File: src/rtl/scr1_ahb_mem_arb.sv
// 2:1 AHB-Lite arbiter: imem and dmem share one single-ported memory slave.
// Each master's address phase is parked in a slot; slots are issued one at a time.
module scr1_ahb_mem_arb #(
  parameter int unsigned AHB_W  = 32,
  parameter bit          ARB_RR = 1'b1
) (
  input  logic             clk,
  input  logic             rst_n,
  // imem master port
  input  logic [1:0]       imem_htrans,
  input  logic [AHB_W-1:0] imem_haddr,
  input  logic [2:0]       imem_hsize,
  output logic             imem_hready,
  output logic [AHB_W-1:0] imem_hrdata,
  output logic             imem_hresp,
  // dmem master port
  input  logic [1:0]       dmem_htrans,
  input  logic [AHB_W-1:0] dmem_haddr,
  input  logic [2:0]       dmem_hsize,
  input  logic             dmem_hwrite,
  input  logic [AHB_W-1:0] dmem_hwdata,
  output logic             dmem_hready,
  output logic [AHB_W-1:0] dmem_hrdata,
  output logic             dmem_hresp,
  // memory slave port
  output logic [1:0]       mem_htrans,
  output logic [AHB_W-1:0] mem_haddr,
  output logic [2:0]       mem_hsize,
  output logic             mem_hwrite,
  output logic [AHB_W-1:0] mem_hwdata,
  input  logic             mem_hready,
  input  logic [AHB_W-1:0] mem_hrdata,
  input  logic             mem_hresp
);

  localparam logic [1:0] HtransIdle   = 2'b00;
  localparam logic [1:0] HtransNonseq = 2'b10;
  localparam logic [1:0] HtransSeq    = 2'b11;

  typedef enum logic [1:0] {StIdle, StDataI, StDataD} state_e;

  state_e           state_q, state_d;
  logic             i_vld_q, i_vld_d;
  logic [AHB_W-1:0] i_addr_q, i_addr_d;
  logic [2:0]       i_size_q, i_size_d;
  logic             d_vld_q, d_vld_d;
  logic [AHB_W-1:0] d_addr_q, d_addr_d;
  logic [2:0]       d_size_q, d_size_d;
  logic             d_write_q, d_write_d;
  logic             last_d_q, last_d_d;  // 1: last grant went to dmem

  logic i_req, d_req, i_done, d_done, grant_d;

  // Master-side handshake and slot capture
  always_comb begin
    i_req  = (imem_htrans == HtransNonseq) || (imem_htrans == HtransSeq);
    d_req  = (dmem_htrans == HtransNonseq) || (dmem_htrans == HtransSeq);
    i_done = (state_q == StDataI) && mem_hready;
    d_done = (state_q == StDataD) && mem_hready;

    imem_hready = !i_vld_q || i_done;
    dmem_hready = !d_vld_q || d_done;
    imem_hresp  = (state_q == StDataI) ? mem_hresp : 1'b0;
    dmem_hresp  = (state_q == StDataD) ? mem_hresp : 1'b0;
    imem_hrdata = mem_hrdata;
    dmem_hrdata = mem_hrdata;

    i_vld_d  = i_vld_q;
    i_addr_d = i_addr_q;
    i_size_d = i_size_q;
    if (i_done) i_vld_d = 1'b0;
    // A new request in the completion cycle overrides the clear
    if (i_req && imem_hready) begin
      i_vld_d  = 1'b1;
      i_addr_d = imem_haddr;
      i_size_d = imem_hsize;
    end

    d_vld_d   = d_vld_q;
    d_addr_d  = d_addr_q;
    d_size_d  = d_size_q;
    d_write_d = d_write_q;
    if (d_done) d_vld_d = 1'b0;
    if (d_req && dmem_hready) begin
      d_vld_d   = 1'b1;
      d_addr_d  = dmem_haddr;
      d_size_d  = dmem_hsize;
      d_write_d = dmem_hwrite;
    end
  end

  // Slave-side sequencing
  always_comb begin
    grant_d    = d_vld_q && (!i_vld_q || !ARB_RR || !last_d_q);
    state_d    = state_q;
    last_d_d   = last_d_q;
    mem_htrans = HtransIdle;
    mem_haddr  = '0;
    mem_hsize  = '0;
    mem_hwrite = 1'b0;
    mem_hwdata = '0;
    case (state_q)
      StIdle: begin
        if (i_vld_q || d_vld_q) begin
          mem_htrans = HtransNonseq;
          last_d_d   = grant_d;
          if (grant_d) begin
            mem_haddr  = d_addr_q;
            mem_hsize  = d_size_q;
            mem_hwrite = d_write_q;
            state_d    = StDataD;
          end else begin
            mem_haddr = i_addr_q;
            mem_hsize = i_size_q;
            state_d   = StDataI;
          end
        end
      end
      StDataI: begin
        mem_haddr = i_addr_q;
        mem_hsize = i_size_q;
        if (mem_hready) state_d = StIdle;
      end
      StDataD: begin
        mem_haddr  = d_addr_q;
        mem_hsize  = d_size_q;
        mem_hwrite = d_write_q;
        mem_hwdata = dmem_hwdata;
        if (mem_hready) state_d = StIdle;
      end
      default: state_d = StIdle;
    endcase
  end

  always_ff @(posedge clk) begin
    if (!rst_n) begin
      state_q   <= StIdle;
      i_vld_q   <= 1'b0;
      i_addr_q  <= '0;
      i_size_q  <= '0;
      d_vld_q   <= 1'b0;
      d_addr_q  <= '0;
      d_size_q  <= '0;
      d_write_q <= 1'b0;
      last_d_q  <= 1'b0;
    end else begin
      state_q   <= state_d;
      i_vld_q   <= i_vld_d;
      i_addr_q  <= i_addr_d;
      i_size_q  <= i_size_d;
      d_vld_q   <= d_vld_d;
      d_addr_q  <= d_addr_d;
      d_size_q  <= d_size_d;
      d_write_q <= d_write_d;
      last_d_q  <= last_d_d;
    end
  end

endmodule

File: config.mk
export PLATFORM = sky130hd
export DESIGN_NAME = scr1_ahb_mem_arb
export DESIGN_NICKNAME = d
export VERILOG_FILES = /design/src/rtl/scr1_ahb_mem_arb.sv
export SDC_FILE = /design/constraint.sdc
export NUM_CORES = 1
export LEC_CHECK = 0
export BUFFER_PORTS_ARGS = -buffer_cell sky130_fd_sc_hd__buf_2
export CAP_MARGIN = 20
export CELL_PAD_IN_SITES_DETAIL_PLACEMENT = 1
export CELL_PAD_IN_SITES_GLOBAL_PLACEMENT = 1
export CORE_MARGIN = 1.5
export CORE_UTILIZATION = 30
export DETAILED_ROUTE_END_ITERATION = 12
export GPL_TIMING_DRIVEN = 0
export PLACE_DENSITY = 0.83
export REMOVE_ABC_BUFFERS = 1
export SLEW_MARGIN = 30
export SYNTH_ARGS = -nofsm -noshare
export SYNTH_HDL_FRONTEND = slang
export SYNTH_SLANG_ARGS = --single-unit
File: constraint.sdc
create_clock -name clk -period 2.5 [get_ports clk]
set_input_delay 0.625 -clock clk [delete_from_list [all_inputs] [get_ports clk]]
set_output_delay 0.625 -clock clk [all_outputs]
set_load 0.01 [all_outputs]
After elaboration in Yosys (flattened, before gate mapping):

Index checks and enable logic that the tools add are counted.
Widths: inputs -> output; s select.

* register bits after elaboration: 76
* bits in latches: 0
* RAM bits: 0
* ROM bits: 0
* bits of input ports: 143
* output and inout bits: 138
* word-level logic and storage cells: 59
* memories kept: 0

* $add $sub $neg: 0
* $mul: 0
* div/mod/pow operators: 0
* $lt $le $gt $ge: 0
* eq/ne operators: 8
* shift operators: 0
* mux-type cells: 22
* bitwise operators: 0
* reductions and logical operators: 20

Operators by type and width (count)
* $mux 32: 3
* $pmux 32 s3: 1
* $eq 2x2->1 const B: 5
* $mux 2: 5
* $pmux 3 s3: 1
* $mux 1: 8
* $logic_or 1x1->1: 6
* $mux 3: 2
* $logic_and 1x1->1: 5
* $pmux 2 s2: 1
* $reduce_and 2->1: 2
* $reduce_bool 2->1: 2
* $logic_not 1->1: 3
* $eq 2x1->1 const B: 1
* $logic_not 2->1: 1
* $ne 2x1->1 const B: 1
* $ne 2x2->1 const B: 1
* $pmux 1 s2: 1
* $reduce_or 2->1: 1

Longest topological paths before layout:

Gate-level depths: netlist of the first run.

* word-level depth: 6
* mapped depth: 7
* mapped depth without buffers: 5

Worst setup path before layout of the first run:

Ideal clock, no wire load.

* path type: register to output
* start: register state_q[0]
* end: output port mem_haddr[0]
* arrival: 1.472 ns
* data required time: 1.875 ns
* path slack: 0.403 ns
* cell stages (with the launch flop): 7
* buffers on the path: 2
* path through: dfxtp_1 inv_1 ha_1 clkbuf_1 a31oi_2 buf_2 o32ai_1

* word-level cells in the longest chain between the ends: 2
* elaborated cells on any way between the ends: 4
* classes of those cells: 2 x eq/ne; 1 x mux; 1 x reduce/logical

RTL lines
* start: declaration: RTL line 42 `state_e state_q, state_d;`
* start signal: assignment: RTL line 137 `state_q <= StIdle;`
* start signal: assignment: RTL line 147 `state_q <= state_d;`
* $eq 2x2->1, or another cell as far along: RTL line 102 `case (state_q)`
* $pmux 32 s3 *: RTL line 102
* end: declaration: RTL line 27 `output logic [AHB_W-1:0] mem_haddr,`

Mark *: on every way between the ends. The rest lies on a longest branch, timed or not.

Worst setup path in the final report of the first run:

* start: register state_q[1]
* end: output port mem_haddr[28]

Same word-level chain as after synthesis.

==> impl_metrics.py, run 1 <==
metrics = {
    "outcome": {
        "status": "completed",
    },
    "clock_tree": {
        "ctsLongestPathBuffers": 2,
        "ctsHtreeMaxLevel": 3,
        "insertion_delay_ns": 0.33,
        "numCtsBuffers": 9,
        "tritoncts": "built",
        "clock_sinks": 76,
        "ctsRootBufferMaster": "clkbuf_16",
        "path_clk_slew_ns": 0.06,
    },
    "finish": {
        "final_common_cell": "buf_2",
        "syn_to_final_growth_pct": 24.0,
        "fin_nets": 814,
        "fill_cells": 1858,
        "multi_input_area_um2": 2280,
        "regArea_um2": 1530,
        "layout-drive-gt1-share": 0.335,
        "mostFrequentLayoutCells": "buf_2 (180), nand2_1 (143), dfxtp_1 (73)",
        "instances_no_fill": 861,
    },
    "pwr": {
        "vdd_drop_max_uv": 375,
        "cellPowerDensity_nw_per_um2": 607,
        "p_leak_nw": 2.62,
    },
    "placement": {
        "port_buffers": 181,
        "place_inst": 838,
        "dp_hpwl_um": 11600,
        "place_congestion": 0.710,
    },
    "setup_path": {
        "worst-path-stages": 6,
        "end_kind": "output pin",
        "path_class": "flop to output pin",
        "cp.buffers_inverters": 3,
        "slowest_delay_ns": 0.37,
        "cp-start-kind": "flop",
        "crit_required_ns": 1.88,
        "crit_arrival_ns": 1.80,
        "cpLargestDelayFamily": "buffers and inverters",
        "regToRegStartpoint": "state_q[0]",
        "reg2reg_slack_ns": 0.63,
        "crit_chain": "inv_2 -> ha_4 -> a31oi_4 -> buf_8 -> o32ai_1 -> buf_2",
        "r2r-end": "d_addr_q[26]",
        "cp_slowest_cell": "dfxtp_4",
        "rr_worst_depth": 7,
        "critPathMaxFanout": 19,
    },
    "sta": {
        "fin_crit_ns": 2.43,
        "maxSlewHeadroom": 0.608,
        "post-route-period-util": 0.972,
        "tns_ns": 0,
        "worstMarginPinSlew_ns": 0.587,
        "slew_violations": 0,
        "finalHoldViolations": 0,
        "clock_skew_ns": 0.00589,
        "setup_viol": 0,
        "fmax_ghz": 0.412,
        "hold_slack_ns": 0.454,
    },
    "floorplan": {
        "start_util": 0.304,
        "pin_count": 281,
        "core_um2": 15100,
        "die-area_um2": 16000,
        "num_rows": 45,
        "die_w_um": 127,
        "die_h_um": 127,
    },
    "min_path": {
        "min_from": "d_write_q",
        "hold_end": "d_write_q",
        "min_path_cells": 2,
        "holdCritPathClass": "flop to flop",
    },
    "synthesis": {
        "synth_ff_type": "dfxtp_1",
        "async_flop_share": 0,
        "yosysUniqueCellTypes": 23,
        "synthesis.area_um2": 4590,
        "ys_seq_elements": 76,
        "seq_area_frac_synth": 0.332,
        "syn_inst": 567,
        "synth_enable_flop_cells": 0,
        "yosysWarnings": 0,
        "syn-mean-instance-area_um2": 8.09,
    },
    "routing": {
        "ant_nets": 0,
        "drt-pass1-iter-count": 4,
        "vias": 4215,
        "drc_errors": 0,
        "wire_per_inst_um": 18.1,
        "via_per_inst": 4.90,
        "drtIter0Drc": 152,
        "wl_um": 15600,
    },
    "run": {
        "drv_cap": 0,
    },
    "global_route": {
        "grt_pass1_wl_um": 23400,
        "overflow": 0,
        "grt_antenna_before_repair": 1,
        "grt_pass1_vias": 4143,
        "grt_max_degree": 89,
        "track_usage": 0.193,
    },
}
[synthesized netlist by cell type, types with 3 or more instances]
library cell	number	share of area
buf_6	7	0.017
o21ai_0	3	0.0033
and2_1	34	0.046
inv_1	40	0.033
nand2_1	143	0.12
buf_4	68	0.11
nand2b_1	36	0.049
nor2b_1	5	0.0068
clkbuf_1	26	0.021
buf_2	4	0.0044
ha_1	4	0.011
o32ai_1	35	0.067
dfxtp_1	76	0.33
mux2i_1	71	0.15
[power breakdown]
group	leakage (nW)	internal [mW]	switching, mW	total (mW)
clock	0.147	0.799	0.498	1.30
sequential	0.626	1.30	0.0513	1.35
combinational	1.85	0.385	0.425	0.810
total	2.62	2.48	0.974	3.46
[through the flow]
stage	worst slack [ns]	util	power [mW]	instance area (um2)
2_1_floorplan	-1.25	-	1.74	3870
3_3_place_gp	-2.73	0.332	2.06	5020
3_5_place_dp	-0.164	0.350	2.14	5280
4_1_cts	0.00924	0.375	3.51	5670
5_1_grt	-0.00309	0.377	3.66	5690
6_report	0.0710	0.377	3.46	5690
[tightest hold or removal path, delay by kind of cell, from the launching register on]
kind | cells | cell delay [ns]
flops | 1 | 0.30
simple gates | 1 | 0.05
mux | 1 | 0.05
[layer usage]
metal / track usage / vias to the layer above / part of all wire
li1: - / 1971 / -
met1: 0.215 / 1972 / 0.41
met2: 0.296 / 247 / 0.43
met3: 0.125 / 20 / 0.14
met4: 0.0568 / 5 / 0.017
met5: 0.0743 / - / 0.0088
[cells by family after synthesis]
| group | count (synthesis) | share of synthesized area |
|---|---|---|
| AND/OR/NAND/NOR | 221 | 0.225 |
| buffers and inverters | 147 | 0.188 |
| flip-flops | 76 | 0.332 |
| multiplexers | 71 | 0.155 |
| AO/OA/AOI/OAI | 47 | 0.0889 |
| adder cells (fa/ha/maj) | 4 | 0.0109 |
| other | 1 | 0.000817 |
[how the worst max path moves through the flow]
stage,slack [ns],endpoint,startpoint
final,0.07,mem_haddr[28],state_q[1]
after global placement,-2.73,d_addr_q[24],state_q[0]
after floorplan,-1.25,d_addr_q[0],state_q[0]
after detailed placement,-0.16,mem_haddr[28],state_q[1]
after global routing,-0.003,mem_haddr[8],state_q[1]
after CTS,0.009,mem_haddr[28],i_vld_q
[flip-flops by register name (all words and copies together), names as in the netlist]
name	count
d_write_q	1
last_d_q	1
d_size_q	3
state_q	2
d_addr_q	32
i_size_q	3
i_addr_q	32
d_vld_q	1
i_vld_q	1
[what timing repair did]
item,4_1_cts,5_1_grt
hold buffers,0,0
resized for setup,11,1
setup endpoints to repair,70,19
gates cloned,0,0
pin swaps,3,0
setup buffers,5,1
[layout make-up]
cell class	instances	share of cell area
well taps	188	0.0413
flip-flops and latches	76	0.269
inverters	40	0.0264
clock inverters	4	0.00858
diodes	1	0.000440
repair buffers	196	0.211
multi-input cells	344	0.400
clock buffers	12	0.0433
Note: power is estimated with default switching activity, not from simulation.
==> run 2, diff against run 1 <==
ABC_AREA = 1   (was not set)
CORE_UTILIZATION = 27   (was 30)
==> run 2 against run 1 <==
Utilization shrank 0.60 points. Clock skew is essentially flat. Sequential share of layout area grew 1.5 points. Die area shrank 2.4%. Clock power grew 7%. Fmax shrank 1.4%. Flip-flop and latch count is the same. Power grew 15%. Sequential power grew 4%. Wire length grew 7.9%. Via count grew 1.5%.
==> impl_metrics.py, run 2 <==
metrics = {
    "sta": {
        "fin_crit_ns": 2.46,
        "worstMarginPinSlew_ns": 0.673,
        "setup_viol": 0,
        "maxSlewHeadroom": 0.552,
        "rsz0062_at_grt": "true",
        "hold_slack_ns": 0.479,
        "clock_skew_ns": 0.00630,
        "layout_setup_ws_ns": 0.0362,
        "post-route-period-util": 0.986,
        "finalHoldViolations": 0,
        "fmax_ghz": 0.406,
        "slew_violations": 0,
    },
    "routing": {
        "wire_per_inst_um": 18.6,
        "drtIter0Drc": 131,
        "drt-pass1-iter-count": 4,
        "via_per_inst": 4.72,
        "ant_nets": 0,
        "drc_errors": 0,
        "met3WireLength_um": 2070,
        "wl_met2_um": 7390,
        "wl_met1_um": 7170,
        "wl_um": 16900,
        "routed.top_layer": "met5",
        "vias": 4277,
    },
    "synthesis": {
        "synth_largest_area_cell": "dfxtp_1",
        "synth_enable_flop_cells": 0,
        "syn-mean-instance-area_um2": 6.69,
        "ys_seq_elements": 76,
        "yosysUniqueCellTypes": 24,
        "yosysWarnings": 0,
        "synthesis.area_um2": 4030,
        "synthTopCellsByCount": "nor2_1 (145), nand2_1 (111), dfxtp_1 (76)",
        "synth_ff_type": "dfxtp_1",
        "async_flop_share": 0,
        "syn_inst": 602,
        "synth_top_area_frac": 0.378,
        "synth_most_common_cell": "nor2_1",
        "seq_area_frac_synth": 0.378,
        "synth_area_leaders": "dfxtp_1 (38%), nor2_1 (14%), buf_4 (13%), nand2_1 (10%), o21ai_0 (8.3%)",
    },
    "floorplan": {
        "die-area_um2": 15700,
        "start_util": 0.277,
        "num_rows": 44,
        "pin_count": 281,
        "die_w_um": 125,
        "die_h_um": 125,
        "core_um2": 14500,
    },
    "finish": {
        "fin_nets": 865,
        "mostFrequentLayoutCells": "buf_2 (180), nor2_1 (145), nand2_1 (93)",
        "final_common_cell": "buf_2",
        "finish.utilization": 0.371,
        "layout-drive-gt1-share": 0.381,
        "top_regs": "d_addr_q: 32 flops, i_addr_q: 32 flops",
        "syn_to_final_growth_pct": 33.8,
        "antenna_cells": 0,
    },
    "clock_tree": {
        "ctsHtreeMaxLevel": 3,
        "holdBufCountCts": 0,
        "ctsRootBufferMaster": "clkbuf_16",
        "path_clk_slew_ns": 0.06,
        "clock_sinks": 76,
        "numCtsBuffers": 9,
        "tritoncts": "built",
        "insertion_delay_ns": 0.33,
        "ctsLongestPathBuffers": 2,
    },
    "placement": {
        "place_congestion": 0.754,
        "port_buffers": 181,
        "dp_hpwl_um": 10200,
        "pre_cts_ws_ns": -0.452,
    },
    "setup_path": {
        "end_kind": "output pin",
        "critPathMaxFanout": 8,
        "crit_required_ns": 1.88,
        "reg2reg_slack_ns": 0.25,
        "cp-endpoint": "mem_haddr[19]",
        "critPathLaunch": "state_q[1]",
        "crit_arrival_ns": 1.84,
        "regToRegStartpoint": "state_q[0]",
        "rr_worst_depth": 9,
        "cp-start-kind": "flop",
        "r2r-end": "d_addr_q[10]",
        "path_class": "flop to output pin",
    },
    "pwr": {
        "pwr-share-seq": 0.351,
        "p_int_mw": 2.68,
        "p_sw_frac": 0.327,
        "p_leak_nw": 2.82,
        "power_mw": 3.98,
        "clock_power_share": 0.349,
        "cellPowerDensity_nw_per_um2": 738,
        "p_sw_mw": 1.30,
        "vdd_drop_max_uv": 331,
        "comb_power_share": 0.300,
    },
    "run": {
        "drv_cap": 0,
    },
    "global_route": {
        "grt_pass1_vias": 4043,
        "track_usage": 0.209,
        "grt_max_degree": 73,
        "grt_pass1_wl_um": 24700,
        "grt_antenna_before_repair": 1,
        "overflow": 0,
    },
    "min_path": {
        "holdCritPathClass": "flop to flop",
    },
    "outcome": {
        "status": "completed",
    },
}
run 2: logic make-up (layout without fill, tap and decap cells):
group	after synthesis	in the layout	share of synthesized area
compound gates	115	115	0.147
fa+ha+maj	4	4	0.0124
buf+inv	143	254	0.213
flops	76	76	0.378
other cells	1	1	0.000930
simple gates	263	272	0.249
run 2: final cells by class:
class,count,area [um2]
Sequential cell,76,1530
Tap cell,184,230
Timing Repair Buffer,196,1070
Clock inverter,4,73.8
Inverter,43,183
Fill cell,1877,9140
Clock buffer,11,243
Multi-Input combinational cell,392,2070
run 2: worst min-delay path by stage:
stage	start	to	slack, ns	cells past startpoint
floorplan	d_write_q	d_write_q	0.45	2
CTS	d_size_q[1]	d_size_q[1]	0.48	2
global route	i_addr_q[23]	i_addr_q[23]	0.51	2
detailed placement	d_addr_q[20]	d_addr_q[20]	0.47	2
global placement	d_addr_q[26]	d_addr_q[26]	0.46	2
finish	d_addr_q[20]	d_addr_q[20]	0.48	2
run 2: critical path, cell delays in order, from the launching register on:
cell and delay, ns:
dfxtp_4 0.36, inv_4 0.06, ha_4 0.15, inv_4 0.04, nor2_4 0.17, nand2_8 0.18, nand2_8 0.21, nand2_4 0.06
a21oi_2 0.12, buf_2 0.15
run 2: power by group through the flow:
stage                     Sequential [mW]  Clock, mW  Combinational [mW]
after floorplan                      1.40          0               0.464
after global placement               1.41          0               0.820
after detailed placement             1.41          0               0.836
after CTS                            1.39       1.44                1.10
after global routing                 1.41       1.50                1.31
final                                1.40       1.39                1.19
run 2: timing repair:
item | CTS | global route
gates cloned | 7 | 2
setup buffers | 8 | 7
endpoints found under the setup margin | 107 | 35
gates resized for setup | 36 | 43
pin swaps | 8 | 22
run 2: layer usage:
metal,global-route usage,vias to the layer above
met2,0.320,239
li1,-,2041
met5,0.0681,-
met4,0.0441,4
met3,0.126,14
met1,0.247,1979
run 2: stage by stage:
stage / instance area (um2) / std cells / TNS, ns
final: 5390 / 906 / 0
after global routing: 5390 / 906 / -0.509
after CTS: 5160 / 898 / -0.241
after detailed placement: 4510 / 868 / -32.39
after global placement: 4470 / 867 / -72.77
after floorplan: 3340 / 502 / -1.25
==> run 3, diff against run 2 <==
CTS_BUF_LIST = sky130_fd_sc_hd__clkbuf_8 sky130_fd_sc_hd__clkbuf_16   (was not set)
REMOVE_ABC_BUFFERS = not set   (was 1)
==> run 3 against run 2 <==
The flow now finishes with violations (setup timing). Cell count grew 17%. Power grew 5.8%. Die area is the same. Flip-flop and latch count is the same. Cell area grew 17%. Hold slack gained 0.0053 ns. Combinational power grew 18%. Fmax shrank 1.7%. First-iteration DRC count grew 9.2%. Global-route usage shrank 2.2 points. Sequential power is essentially flat. Largest power group is now combinational logic. Highest routed layer is now met4.
==> impl_metrics.py, run 3 (same netlist as run 2, synthesis figures left out) <==
metrics = {
    "placement": {
        "place_congestion": 0.773,
        "place_inst": 1030,
        "port_buffers": 244,
        "dp_hpwl_um": 11600,
        "placed_area_um2": 5480,
        "pre_cts_ws_ns": 0.117,
    },
    "run": {
        "drv_cap": 0,
    },
    "global_route": {
        "track_usage": 0.187,
        "grt_max_degree": 13,
        "grt_pass1_vias": 4469,
        "grt_antenna_before_repair": 1,
        "grt_pass1_wl_um": 23200,
        "overflow": 0,
    },
    "setup_path": {
        "cp-start-kind": "flop",
        "crit_arrival_ns": 1.88,
        "critPathMaxFanout": 5,
        "end_kind": "output pin",
        "crit_required_ns": 1.88,
        "path_class": "flop to output pin",
    },
    "sta": {
        "post-route-period-util": 1.00,
        "fin_crit_ns": 2.51,
        "tns_ns": -0.00609,
        "fmax_ghz": 0.399,
        "finalHoldViolations": 0,
        "layout_setup_ws_ns": -0.00572,
        "rsz0062_at_grt": "true",
        "clock_skew_ns": 0.00465,
        "slew_violations": 0,
        "setup_viol": 2,
    },
    "finish": {
        "syn_to_final_growth_pct": 56.6,
        "fill_cells": 1952,
        "finish.utilization": 0.434,
        "regArea_um2": 1520,
        "multi_input_area_um2": 1900,
        "layout-drive-gt1-share": 0.481,
        "instances_no_fill": 1059,
        "final_area_um2": 6310,
        "top_regs": "d_addr_q: 32 flops, i_addr_q: 32 flops",
        "mostFrequentLayoutCells": "buf_2 (242), nor2_1 (145), nand2_1 (91)",
        "fin_nets": 1016,
        "final_common_cell": "buf_2",
    },
    "outcome": {
        "status": "complete, but fails checks",
        "violations": "setup timing",
    },
    "routing": {
        "ant_nets": 0,
        "via_per_inst": 4.36,
        "wl_um": 15200,
        "wire_per_inst_um": 14.4,
        "drtIter0Drc": 143,
        "drc_errors": 0,
        "vias": 4616,
        "drt-pass1-iter-count": 4,
    },
    "clock_tree": {
        "ctsHtreeMaxLevel": 3,
        "ctsLongestPathBuffers": 2,
        "tritoncts": "built",
        "ctsRootBufferMaster": "clkbuf_16",
        "numCtsBuffers": 9,
        "path_clk_slew_ns": 0.06,
        "insertion_delay_ns": 0.34,
        "holdBufCountCts": 0,
        "clock_sinks": 76,
    },
    "floorplan": {
        "die_h_um": 125,
        "core_um2": 14500,
        "num_rows": 44,
        "pin_count": 281,
        "start_util": 0.277,
        "die_w_um": 125,
        "die-area_um2": 15700,
    },
    "min_path": {
        "holdCritPathClass": "flop to flop",
    },
    "pwr": {
        "vdd_drop_max_uv": 283,
        "p_leak_nw": 3.49,
        "cellPowerDensity_nw_per_um2": 667,
    },
    "synthesis": {
        "mappedNetlistNets": 749,
    },
}
==> run 3: worst paths after layout <==
path | startpoint | end | slack (ns) | depth (start not counted)
hold reg to reg | i_addr_q[15] | i_addr_q[15] | 0.48 | 2
setup reg to reg | state_q[1] | i_addr_q[17] | 0.58 | 9
setup / recovery | state_q[0] | mem_haddr[31] | -0.006 | 11
hold / removal | i_addr_q[15] | i_addr_q[15] | 0.48 | 2
==> run 3: final cells by class <==
cell class                 instances  share of cell area
multi-input combinational        383               0.302
antenna                            1            0.000397
sequential                        76               0.242
clock buffer                      13              0.0444
timing repair buffer             257               0.224
tap                              184              0.0365
buffer                            99               0.118
inverter                          43              0.0272
clock inverter                     3             0.00674
==> run 3: layer usage <==
layer  GRT usage  vias to the layer above  part of all wire
met4      0.0729                        0             0.024
li1            -                     2333                 -
met2       0.341                      165              0.51
met1       0.212                     2095              0.40
met5           0                        -                 0
met3      0.0407                       23             0.059
==> run 3: critical path, stage by stage, from the launching register on <==
cell and delay [ns]:
dfxtp_2 0.33, inv_2 0.08, ha_4 0.16, inv_4 0.04, nor2_4 0.11, nand2_2 0.07
nand2_4 0.11, buf_12 0.14, buf_12 0.14, nand2_4 0.05, a21oi_2 0.16, buf_2 0.16
==> run 3: repair_timing <==
item | in CTS | in global routing
cloned | 3 | 0
setup endpoints to repair | 35 | 41
gates resized for setup | 25 | 76
buffers inserted | 9 | 1
pin swaps | 7 | 23
==> run 3: power by group <==
| group | total, mW | switching, mW | internal [mW] | leakage (nW) |
|---|---|---|---|---|
| clock | 1.40 | 0.520 | 0.881 | 0.158 |
| combinational | 1.41 | 0.726 | 0.680 | 2.70 |
| sequential | 1.40 | 0.0741 | 1.33 | 0.631 |
==> run 3: through the flow <==
| step | power, mW | hold WS, ns |
|---|---|---|
| after floorplan | 2.05 | 0.448 |
| after global placement | 2.46 | 0.463 |
| after detailed placement | 2.48 | 0.472 |
| after CTS | 4.08 | 0.485 |
| after global routing | 4.44 | 0.513 |
| final | 4.21 | 0.485 |
